[config.mk]
export PLATFORM = sky130hd
export DESIGN_NAME = switch_conditioner_flat
export DESIGN_NICKNAME = d
export VERILOG_FILES = /design/src/rtl/switch_conditioner_if.sv /design/src/rtl/switch_conditioner.sv /design/src/flat_wrapper.sv
export SDC_FILE = /design/constraint.sdc
export NUM_CORES = 1
export LEC_CHECK = 0
export ABC_CLOCK_PERIOD_IN_PS = 3650
export CAP_MARGIN = 40
export CELL_PAD_IN_SITES_DETAIL_PLACEMENT = 1
export CELL_PAD_IN_SITES_GLOBAL_PLACEMENT = 1
export CORE_MARGIN = 2
export CORE_UTILIZATION = 50
export DETAILED_ROUTE_END_ITERATION = 8
export DONT_BUFFER_PORTS = 1
export PLACE_DENSITY_LB_ADDON = 0.1
export SLEW_MARGIN = 20
export SYNTH_ARGS = -nofsm -noshare
export SYNTH_HDL_FRONTEND = slang
export SYNTH_SLANG_ARGS = --single-unit
[constraint.sdc]
create_clock -name clk -period 3.65 [get_ports clk]
set_input_delay 0.73 -clock clk [delete_from_list [all_inputs] [get_ports clk]]
set_output_delay 0.73 -clock clk [all_outputs]
set_load 0.03 [all_outputs]
[src/rtl/switch_conditioner_if.sv]
// switch_conditioner_if
//   Pin-side and event-side signals of the push-button conditioner.
//   master: board/stimulus side. It drives the raw pins and observes the events.
//   slave : the conditioner. It takes the raw pins and drives the events.
//   switch1..switch4 : raw pins, active-low, asynchronous to clk
//   state            : debounced pressed vector {switch1..switch4}, active-high
//   press            : one-cycle strobe per bit on debounced 0->1
//   released         : one-cycle strobe per bit on debounced 1->0
//                      (named "released" because "release" is a reserved word)
//   changed          : one-cycle strobe, OR of press and released bits
//   long_press       : one-cycle strobe per bit when the hold threshold is reached
interface switch_conditioner_if;
  logic       switch1;
  logic       switch2;
  logic       switch3;
  logic       switch4;
  logic [3:0] state;
  logic [3:0] press;
  logic [3:0] released;
  logic       changed;
  logic [3:0] long_press;

  modport master (
    output switch1, switch2, switch3, switch4,
    input  state, press, released, changed, long_press
  );

  modport slave (
    input  switch1, switch2, switch3, switch4,
    output state, press, released, changed, long_press
  );
endinterface

[src/rtl/switch_conditioner.sv]
// switch_conditioner
//   Synchronises and debounces four active-low push-button pins. It presents a
//   clean active-high pressed vector plus one-cycle press/release/changed
//   strobes. The optional long-press detector is enabled by defining the macro
//   SWITCH_LONGPRESS_EN. Without that macro, long_press is tied to zero.
//   Parameters:
//     DEBOUNCE_CYCLES  : consecutive disagreeing cycles before a new state is
//                        accepted (>= 1)
//     LONGPRESS_CYCLES : cycles a debounced press is held before long_press
//                        (>= 1; used only with SWITCH_LONGPRESS_EN)
//   Ports:
//     clk : system clock
//     rst : asynchronous active-high reset
//     bus : switch_conditioner_if.slave (pins in, debounced state/strobes out)
module switch_conditioner #(
  parameter int unsigned DEBOUNCE_CYCLES  = 120000,
  parameter int unsigned LONGPRESS_CYCLES = 12000000
) (
  input  logic                 clk,
  input  logic                 rst,
  switch_conditioner_if.slave  bus
);

  localparam int unsigned CW = $clog2(DEBOUNCE_CYCLES + 1);
  localparam logic [CW-1:0] DB_LAST = CW'(DEBOUNCE_CYCLES - 1);

  if (DEBOUNCE_CYCLES < 1) begin : g_bad_debounce
    $error("DEBOUNCE_CYCLES must be at least 1");
  end
  if (LONGPRESS_CYCLES < 1) begin : g_bad_longpress
    $error("LONGPRESS_CYCLES must be at least 1");
  end

  logic [3:0]    pin_n;
  logic [3:0]    sync_meta;
  logic [3:0]    sync;
  logic [3:0]    state_r;
  logic [3:0]    press_r;
  logic [3:0]    release_r;
  logic          changed_r;
  logic [3:0]    toggle;
  logic [CW-1:0] db_cnt [4];

  assign pin_n = {bus.switch1, bus.switch2, bus.switch3, bus.switch4};

  // The bit toggles on the edge where the counter already holds DB_LAST and
  // sync still disagrees. This gives exactly DEBOUNCE_CYCLES disagreeing cycles.
  always_comb begin
    toggle = '0;
    for (int unsigned i = 0; i < 4; i++) begin
      toggle[i] = (sync[i] != state_r[i]) && (db_cnt[i] == DB_LAST);
    end
  end

  always_ff @(posedge clk or posedge rst) begin
    if (rst) begin
      sync_meta <= '0;
      sync      <= '0;
      state_r   <= '0;
      press_r   <= '0;
      release_r <= '0;
      changed_r <= 1'b0;
      for (int unsigned i = 0; i < 4; i++) begin
        db_cnt[i] <= '0;
      end
    end else begin
      sync_meta <= ~pin_n;
      sync      <= sync_meta;
      for (int unsigned i = 0; i < 4; i++) begin
        if (sync[i] == state_r[i] || toggle[i]) begin
          db_cnt[i] <= '0;
        end else begin
          db_cnt[i] <= db_cnt[i] + 1'b1;
        end
      end
      state_r   <= state_r ^ toggle;
      press_r   <= toggle & ~state_r;
      release_r <= toggle & state_r;
      changed_r <= |toggle;
    end
  end

`ifdef SWITCH_LONGPRESS_EN
  localparam int unsigned LW = $clog2(LONGPRESS_CYCLES + 1);
  localparam logic [LW-1:0] LP_MAX  = LW'(LONGPRESS_CYCLES);
  localparam logic [LW-1:0] LP_LAST = LW'(LONGPRESS_CYCLES - 1);

  logic [LW-1:0] hold_cnt [4];
  logic [3:0]    long_r;

  // The counter saturates at LP_MAX, so the strobe fires once per hold.
  always_ff @(posedge clk or posedge rst) begin
    if (rst) begin
      long_r <= '0;
      for (int unsigned i = 0; i < 4; i++) begin
        hold_cnt[i] <= '0;
      end
    end else begin
      for (int unsigned i = 0; i < 4; i++) begin
        if (!state_r[i]) begin
          hold_cnt[i] <= '0;
          long_r[i]   <= 1'b0;
        end else if (hold_cnt[i] != LP_MAX) begin
          hold_cnt[i] <= hold_cnt[i] + 1'b1;
          long_r[i]   <= (hold_cnt[i] == LP_LAST);
        end else begin
          long_r[i]   <= 1'b0;
        end
      end
    end
  end

  assign bus.long_press = long_r;
`else
  assign bus.long_press = '0;
`endif

  assign bus.state    = state_r;
  assign bus.press    = press_r;
  assign bus.released = release_r;
  assign bus.changed  = changed_r;

endmodule

[src/flat_wrapper.sv]
// flat-port wrapper written by rule: the top's interface ports become plain ports
module switch_conditioner_flat 
#(
  parameter int unsigned DEBOUNCE_CYCLES  = 120000,
  parameter int unsigned LONGPRESS_CYCLES = 12000000
)
  (clk, rst, bus_switch1, bus_switch2, bus_switch3, bus_switch4, bus_state, bus_press, bus_released, bus_changed, bus_long_press);
  switch_conditioner_if bus_i ();
  input  logic clk;
  input  logic rst;
  input wire logic [$bits(bus_i.switch1)-1:0] bus_switch1;
  input wire logic [$bits(bus_i.switch2)-1:0] bus_switch2;
  input wire logic [$bits(bus_i.switch3)-1:0] bus_switch3;
  input wire logic [$bits(bus_i.switch4)-1:0] bus_switch4;
  output wire logic [$bits(bus_i.state)-1:0] bus_state;
  output wire logic [$bits(bus_i.press)-1:0] bus_press;
  output wire logic [$bits(bus_i.released)-1:0] bus_released;
  output wire logic [$bits(bus_i.changed)-1:0] bus_changed;
  output wire logic [$bits(bus_i.long_press)-1:0] bus_long_press;
  assign bus_i.switch1 = bus_switch1;
  assign bus_i.switch2 = bus_switch2;
  assign bus_i.switch3 = bus_switch3;
  assign bus_i.switch4 = bus_switch4;
  assign bus_state = bus_i.state;
  assign bus_press = bus_i.press;
  assign bus_released = bus_i.released;
  assign bus_changed = bus_i.changed;
  assign bus_long_press = bus_i.long_press;
  switch_conditioner #(.DEBOUNCE_CYCLES(DEBOUNCE_CYCLES), .LONGPRESS_CYCLES(LONGPRESS_CYCLES)) u_core (.clk(clk), .rst(rst), .bus(bus_i));
endmodule
==> results of run 1 <==
-- worst max path at each step --
stage / to / cells after the start / slack (ps)
after floorplan: async pin / 1 / 610
after global placement: u_core.db_cnt[45] / 5 / 1520
after detailed placement: u_core.db_cnt[61] / 6 / 1630
after CTS: u_core.db_cnt[61] / 6 / 1630
after global routing: u_core.db_cnt[61] / 6 / 1420
final: u_core.db_cnt[61] / 6 / 1640
-- area by class of cell --
cell class              instances  area, um^2
clock buffers                  12         145
well taps                     105         131
fillers                       918        3610
repair buffers                  5        50.0
clock inverters                 4        76.3
inverters                      12        46.3
flip-flops and latches         89        2230
multi-input cells             296        1850
-- metrics by stage --
step	area (um^2)	util, %
after floorplan	4190	-
after global placement	4280	52.6
after detailed placement	4310	52.9
after CTS	4530	55.7
after global routing	4530	55.7
final	4530	55.7
-- registers in the layout (all words and copies together), names as in the netlist, named ones only --
signal / flops
u_core.sync: 4
u_core.bus.press: 4
u_core.sync_meta: 4
u_core.bus.changed: 1
u_core.db_cnt: 68
u_core.bus.released: 4
-- power breakdown --
| part | total (W) | internal [W] | switching [W] |
|---|---|---|---|
| Sequential | 0.00102 | 0.00100 | 0.0000178 |
| Combinational | 0.0000656 | 0.0000187 | 0.0000469 |
| Clock | 0.000752 | 0.000407 | 0.000346 |
| Total | 0.00184 | 0.00143 | 0.000410 |
-- synth_stat cells (4+ instances only) --
master,number
nor3b_1,9
buf_2,4
mux2_2,4
o31ai_1,4
nor4_1,9
and3_1,10
inv_1,12
nand2_1,22
xnor2_1,34
xor2_1,23
ha_1,4
o21ai_0,4
a21oi_1,8
nand3_1,29
nor2_1,61
nor3_1,13
buf_4,5
nand4_1,18
and4_1,6
or4_1,5
dfrtp_1,89
-- cells by family after synthesis --
group	synth area share, %
AND/OR/NAND/NOR	26.7
flip-flops	53.4
XOR/XNOR	12.0
buffers and inverters	2.55
AO/OA/AOI/OAI	3.09
adder cells (fa/ha/maj)	1.20
multiplexers	1.08
other	0.0898
-- worst max-delay path: cells and delay by family (launching register included) --
family	cells	cell delay, ps
AND/OR/NAND/NOR	3	430
AO/OA/AOI/OAI	1	570
buffers and inverters	1	280
adder cells (fa/ha/maj)	1	250
flip-flops	1	380
-- layer usage --
metal  wire length [um]  vias up
li1                   -     1430
met1               4180     1499
met2               4150       36
met3                266       13
met4                129        0
met5                  0        -
==> impl_metrics.py, run 1 <==
metrics = {
    "clock_tree": {
        "clock_path_buffers": 2,
        "cts_setup_buffers": 0,
        "cts_tree": "yes",
        "clk_latency_ps": 350,
        "clockRootBuffer": "clkbuf_8",
        "cts_resized": 0,
        "cts_buffers": 9,
        "path_clk_slew_ps": 90,
        "cts_max_level": 3,
        "cts_hold_buffers": 0,
        "cts.sinks": 89,
    },
    "final_layout": {
        "layout.cells.most_common": "dfrtp_1",
        "fin_cells": 523,
        "final_cell_mix": "dfrtp_1 (89), nor2_1 (61), xnor2_1 (34)",
        "syn_to_final_growth_pct": 8.48,
        "antenna_cells": 0,
        "final_nets": 423,
        "drive_gt1_share_pct": 7.66,
    },
    "worst_setup_path": {
        "path_cells": "ha_1 -> and4_1 -> nand3_1 -> o21ai_0 -> buf_4 -> nor2_1",
        "critPathCaptureType": "flop",
        "r2r_cells": 6,
        "r2r_end": "u_core.db_cnt[61]",
        "path_max_fanout": 9,
        "cp.required_ps": 3890,
        "cp.arrival_ps": 2250,
        "rrSetupSlack_ps": 1640,
        "critical_path_class": "reg2reg",
        "startpoint_type": "flop",
        "cpPeakStageDelay_ps": 570,
        "cpMaxStageDelayCell": "o21ai_0",
        "reg2reg_from": "u_core.db_cnt[51]",
        "startpoint": "u_core.db_cnt[51]",
    },
    "sta": {
        "fin_ws_ps": 1640,
        "timing_hold_violations_final": 0,
        "max_freq_mhz": 497,
        "fin_setup_tns_ps": 0,
        "rsz0062_at_grt": "false",
        "report.final.slew_viol_count": 0,
        "fin_crit_sh_pct": 55.1,
        "tightestPinTransition_ps": 670,
        "min_period_ps": 2010,
        "relSlewSlack_pct": 54.8,
        "setup_viol": 0,
        "whs_ps": 175,
        "skew_ps": 10.7,
    },
    "grt": {
        "grt_use_met1_pct": 30.2,
        "grt_use_met3_pct": 4.27,
        "grt_overflow": 0,
        "gr-max-usage-layer": "met2",
        "grt_max_degree": 36,
        "use_met2_pct": 34.4,
        "grtUsageTotal_pct": 21.7,
        "grt_pass1_wl_um": 15200,
        "grt_antenna_before_repair": 0,
        "first_global_vias": 3096,
    },
    "floorplan": {
        "dieArea_mm2": 0.00909,
        "die_h_um": 95.4,
        "start_util_pct": 51.3,
        "row_count": 33,
        "die_x_um": 95.4,
        "io_pins": 23,
        "core_mm2": 0.00813,
    },
    "run_status": {
        "status": "finished, final reports clean",
    },
    "place": {
        "dp.cells": 507,
        "portBuffers": 0,
        "place.gp.congestion": 0.779,
        "place_worst_setup_slack_ps": 1630,
        "dp_hpwl_um": 6250,
    },
    "detailed_routing": {
        "drcViolationCount": 0,
        "drt-initial-drc-count": 84,
        "drtPass1Iterations": 4,
        "wl_per_cell_um": 16.7,
        "ant_nets": 0,
        "routed_via_density": 5.69,
        "routed_wl_um": 8730,
        "vias": 2978,
    },
    "logic_synthesis": {
        "ys_seq_elements": 89,
        "yosysTopAreaCell": "dfrtp_1",
        "synth-main-ff-cell": "dfrtp_1",
        "ys.warnings.count": 0,
        "netlist_area_mm2": 0.00417,
        "async_reset_ff_share_pct": 100,
        "synth_edf_count": 0,
        "yosys-top-cells-area": "dfrtp_1 (53%), xnor2_1 (7.1%), nor2_1 (5.5%)",
        "synth.avg_cell_area_um2": 10.3,
        "yosysSeqAreaShare_pct": 53.4,
        "ys_types": 44,
        "synthCells": 404,
        "netlist.area_leader.share_pct": 53.4,
    },
    "hold_path": {
        "hp-class": "in2async",
    },
    "power": {
        "power.leakage_nw": 1.86,
        "ir_drop_mv": 0.209,
        "power_w": 0.00184,
        "p_per_area_mw_per_mm2": 405,
    },
    "job": {
        "drv_cap": 0,
    },
}
Note: power is estimated with default switching activity, not from simulation.
==> run 2: changes to the inputs <==
ABC_CLOCK_PERIOD_IN_PS = 1850   (was 3650)
CORE_UTILIZATION = 45   (was 50)
clock period = 1.85 ns   (was 3.65 ns; I/O delays follow)
==> impl_metrics.py, run 2 (synthesis results as in run 1) <==
metrics = {
    "run_status": {
        "status": "finished, final reports clean",
    },
    "place": {
        "dp_hpwl_um": 6330,
        "dp.cells": 536,
        "place_worst_setup_slack_ps": 89.4,
        "place.gp.congestion": 0.827,
        "place_area_mm2": 0.00450,
        "portBuffers": 0,
    },
    "detailed_routing": {
        "routed_via_density": 5.49,
        "ant_nets": 0,
        "drt-initial-drc-count": 93,
        "drtPass1Iterations": 4,
        "drcViolationCount": 0,
        "wl_per_cell_um": 15.8,
        "vias": 3039,
        "routed_wl_um": 8750,
    },
    "final_layout": {
        "fin_cells": 554,
        "layout.cells.most_common": "dfrtp_1",
        "largest_reg_flops": 68,
        "syn_to_final_growth_pct": 13.8,
        "final_nets": 448,
        "stdcell_area_mm2": 0.00475,
        "final_cell_mix": "dfrtp_1 (85), nor2_1 (61), xnor2_1 (34)",
        "drive_gt1_share_pct": 13.8,
        "largest_register": "u_core.db_cnt",
        "antenna_cells": 0,
    },
    "power": {
        "pwr-share-seq_pct": 55.4,
        "intPower_w": 0.00283,
        "clock_power_share_pct": 40.5,
        "p_per_area_mw_per_mm2": 762,
        "power.leakage_nw": 1.97,
        "power_w": 0.00362,
        "swShare_pct": 22.0,
        "combPwrFrac_pct": 4.1,
        "ir_drop_mv": 0.483,
        "switchingPower_w": 0.000795,
    },
    "clock_tree": {
        "path_clk_slew_ps": 90,
        "cts_max_level": 3,
        "cts_buffers": 9,
        "clockRootBuffer": "clkbuf_8",
        "clk_latency_ps": 350,
        "cts_tree": "yes",
        "cts.sinks": 89,
        "clock_path_buffers": 2,
    },
    "grt": {
        "grt_max_degree": 48,
        "grt_overflow": 0,
        "grtUsageTotal_pct": 19.1,
        "grt_pass1_wl_um": 15400,
        "first_global_vias": 3177,
        "grt_antenna_before_repair": 0,
    },
    "job": {
        "drv_cap": 0,
    },
    "worst_setup_path": {
        "crit_family": "simple AND/OR/NAND/NOR gates",
        "critical_path_class": "reg2reg",
        "critPathCaptureType": "flop",
        "cp.arrival_ps": 2060,
        "crit_buf_inv": 0,
        "cpPeakStageDelay_ps": 520,
        "cp.required_ps": 2120,
        "startpoint_type": "flop",
        "path_max_fanout": 6,
        "path_cells": "nand4_1 -> or4_4 -> or3_1 -> a21oi_1",
        "cpMaxStageDelayCell": "or4_4",
    },
    "sta": {
        "whs_ps": 74.0,
        "min_period_ps": 1790,
        "fin_ws_ps": 64.2,
        "rsz0062_at_grt": "true",
        "max_freq_mhz": 560,
        "timing_hold_violations_final": 0,
        "fin_crit_sh_pct": 96.5,
        "skew_ps": 14.1,
        "setup_viol": 0,
        "report.final.slew_viol_count": 0,
    },
    "floorplan": {
        "start_util_pct": 45.8,
        "die_h_um": 100,
        "io_pins": 23,
        "core_mm2": 0.00911,
        "row_count": 35,
        "dieArea_mm2": 0.0101,
        "die_x_um": 100,
    },
    "hold_path": {
        "hp-class": "in2reg",
    },
}
-- run 2: metal layers --
metal  routed length [um]  track usage [%]  vias up
met2                 4130             30.3       25
met1                 4290             26.4     1534
met4                   76             5.06        0
met5                    0                0        -
li1                     -                -     1472
met3                  254             4.81        8
-- run 2: power groups by stage --
stage	Combinational (W)	Sequential (W)	Clock (W)
final	0.000149	0.00201	0.00147
after floorplan	0.000104	0.00204	0
after detailed placement	0.000153	0.00204	0
after global routing	0.000172	0.00201	0.00160
after CTS	0.000157	0.00201	0.00153
after global placement	0.000150	0.00204	0
-- run 2: layout make-up --
type	count	area (um^2)
multi-input combinational	296	1860
sequential	89	2230
clock inverter	4	76.3
clock buffer	12	145
timing repair buffer	30	253
tap	111	139
inverter	12	48.8
fill	1022	4360
-- run 2: path summary, 6_finish.rpt --
check                                    start                  end  slack, ps  depth (start not counted)
setup reg to reg             u_core.db_cnt[40]    u_core.db_cnt[49]         60                          4
max in group asynchronous                  rst    u_core.db_cnt[27]        850                          3
hold / removal                     bus_switch2  u_core.sync_meta[2]         70                          1
min in group asynchronous                  rst    u_core.db_cnt[37]        470                          2
hold reg to reg            u_core.sync_meta[3]       u_core.sync[3]        350                          0
setup / recovery             u_core.db_cnt[40]    u_core.db_cnt[49]         60                          4
-- run 2: what timing repair did --
| action | in CTS | in global routing |
|---|---|---|
| hold buffers | 1 | 0 |
| setup buffers | 0 | 1 |
| hold endpoints to repair | 11 | 0 |
| gates resized for setup | 0 | 5 |
| endpoints found under the setup margin | 0 | 4 |
-- run 2: metrics by stage --
stage          TNS (ps)  util, %
5_1_grt           -45.8     52.2
2_1_floorplan         0        -
3_5_place_dp          0     49.4
4_1_cts               0     52.0
3_3_place_gp          0     49.4
6_report              0     52.2
==> run 3: changes to the inputs <==
GPL_TIMING_DRIVEN = 1   (was default)
==> results of run 3 <==
Final layout, timing and power as in run 2 (identical DEF).
==> patch, RTL diff (config.mk and constraints of run 2) <==
`DEBOUNCE_CYCLES` is set to 120000 in 2 places; all go to 240000.
--- a/src/rtl/switch_conditioner.sv
+++ b/src/rtl/switch_conditioner.sv
@@ -14,5 +14,5 @@
 //     bus : switch_conditioner_if.slave (pins in, debounced state/strobes out)
 module switch_conditioner #(
-  parameter int unsigned DEBOUNCE_CYCLES  = 120000,
+  parameter int unsigned DEBOUNCE_CYCLES  = 240000,
   parameter int unsigned LONGPRESS_CYCLES = 12000000
 ) (
--- a/src/flat_wrapper.sv
+++ b/src/flat_wrapper.sv
@@ -2,5 +2,5 @@
 module switch_conditioner_flat 
 #(
-  parameter int unsigned DEBOUNCE_CYCLES  = 120000,
+  parameter int unsigned DEBOUNCE_CYCLES  = 240000,
   parameter int unsigned LONGPRESS_CYCLES = 12000000
 )
Check against the original RTL: same outputs for any inputs over 10 cycles, from zero or initial values and one cycle with rst high; that may be too few to reach the edited logic, so the function may still have changed.
==> patch against run 2 <==
The flow now finishes with violations (negative setup slack); largest cell class unchanged; critical path depth did not move; cell area rose by 9.5%; sequential cell count rose by 4; routed wire length rose by 12%; non-clock buffer count rose by 19; die area rose by 5.1%; global-route usage rose by 1.1 points; total power rose by 4.4%; area after synthesis rose by 5.3%; via count rose by 7.7%; worst setup slack got worse by 0.070 ns.
==> patch: results (changes against run 2) <==
metric,value,unit,change
status,finished with violations,,"was complete, no violations"
violated checks,negative setup slack,,
Final Skew,0.0143,ns,was 0.0141 ns
DR WL met2,4.84,mm,was 4.13 mm
worst hold slack,0.0547,ns,was 0.0740 ns
post-synthesis sequential area ratio,53.0,%,was 53.4%
Hold Path End,u_core.sync_meta[1],,was u_core.sync_meta[2]
Clock Latency Late Sink,0.37,ns,was 0.35 ns
static leakage,2.10,nW,was 1.97 nW
Iter 0 DRT Violations,75,,was 93
metal3 WL,336,µm,was 254 µm
vias in the first global route,3439,,was 3177
first-pass GRT wire length,16.5,mm,was 15.4 mm
maximum VDD drop,0.596,mV,was 0.483 mV
Final Wtd Congestion,0.817,,was 0.827
via count,3273,,was 3039
Synth top cells by count,"93 x dfrtp_1, 74 x nor2_1, 48 x xnor2_1",,"was 89 x dfrtp_1, 61 x nor2_1, 34 x xnor2_1"
P_sw,0.000850,W,was 0.000795 W
share of layout cells above drive strength 1,18.0,%,was 13.8%
Setup WS post-layout,-0.00564,ns,was 0.0642 ns
met1 GRT Util,25.5,%,was 26.4%
"Cell Area, Placed",0.00493,mm²,was 0.00450 mm²
critical path peak fanout,4,,was 6
final setup fails,1,,was 0
GR Util met2,33.3,%,was 30.3%
WL final,9.78,mm,was 8.75 mm
[patch: cell types whose count changed in the layout (fill, tap and decap cells not counted), moves of 7 or more]
cell            run 2  this run
xor2_1             23        14
buf_4              27        44
nor4_1              8        17
dfrtp_1            85        92
nor2_1             61        74
xnor2_1            34        48
[patch: per-stage QoR]
step,setup WS [ns],util (%),instances
floorplan,0.0125,-,429
global placement,0.0463,51.1,598
detailed placement,0.00630,51.1,598
CTS,-0.00712,53.7,615
global route,-0.0393,54.0,617
finish,-0.00564,54.0,617
[patch: final cells by class]
type,count,area [µm²],area share (%)
sequential,93,2330,44.7
tap,133,166,3.20
multi-input combinational,309,2000,38.4
clock inverter,5,83.8,1.61
clock buffer,11,141,2.72
inverter,17,67.6,1.30
timing repair buffer,49,420,8.08
[patch: worst max-delay path: stages (launching register included)]
cell,delay [ns]
dfrtp_1,0.39
nand4bb_1,0.19
or4_4,0.57
or2_4,0.29
mux2_4,0.30
[patch: how the worst max path moves through the flow]
stage                      start   endpoint
6_report       u_core.db_cnt[27]  flip-flop
3_3_place_gp   u_core.db_cnt[27]  flip-flop
4_1_cts        u_core.db_cnt[27]  flip-flop
3_5_place_dp   u_core.db_cnt[55]  flip-flop
2_1_floorplan  u_core.db_cnt[54]  flip-flop
5_1_grt        u_core.db_cnt[30]  flip-flop
[patch: repair_timing]
action / 4_1_cts / 5_1_grt
gates resized for setup: 1 / 5
endpoints found under the setup margin: 2 / 8
hold buffers: 1 / 0
pin swaps: 0 / 2
buffers inserted: 0 / 2
endpoints found under the hold margin: 15 / 0
[patch: kinds of logic after synthesis]
logic type	Yosys count	share of synthesized area [%]
buf+inv	27	2.90
simple gates	215	26.3
xor+xnor	62	12.4
fa+ha+maj	4	1.14
flops	93	53.0
other cells	1	0.0853
mux	5	1.34
compound gates	19	2.90
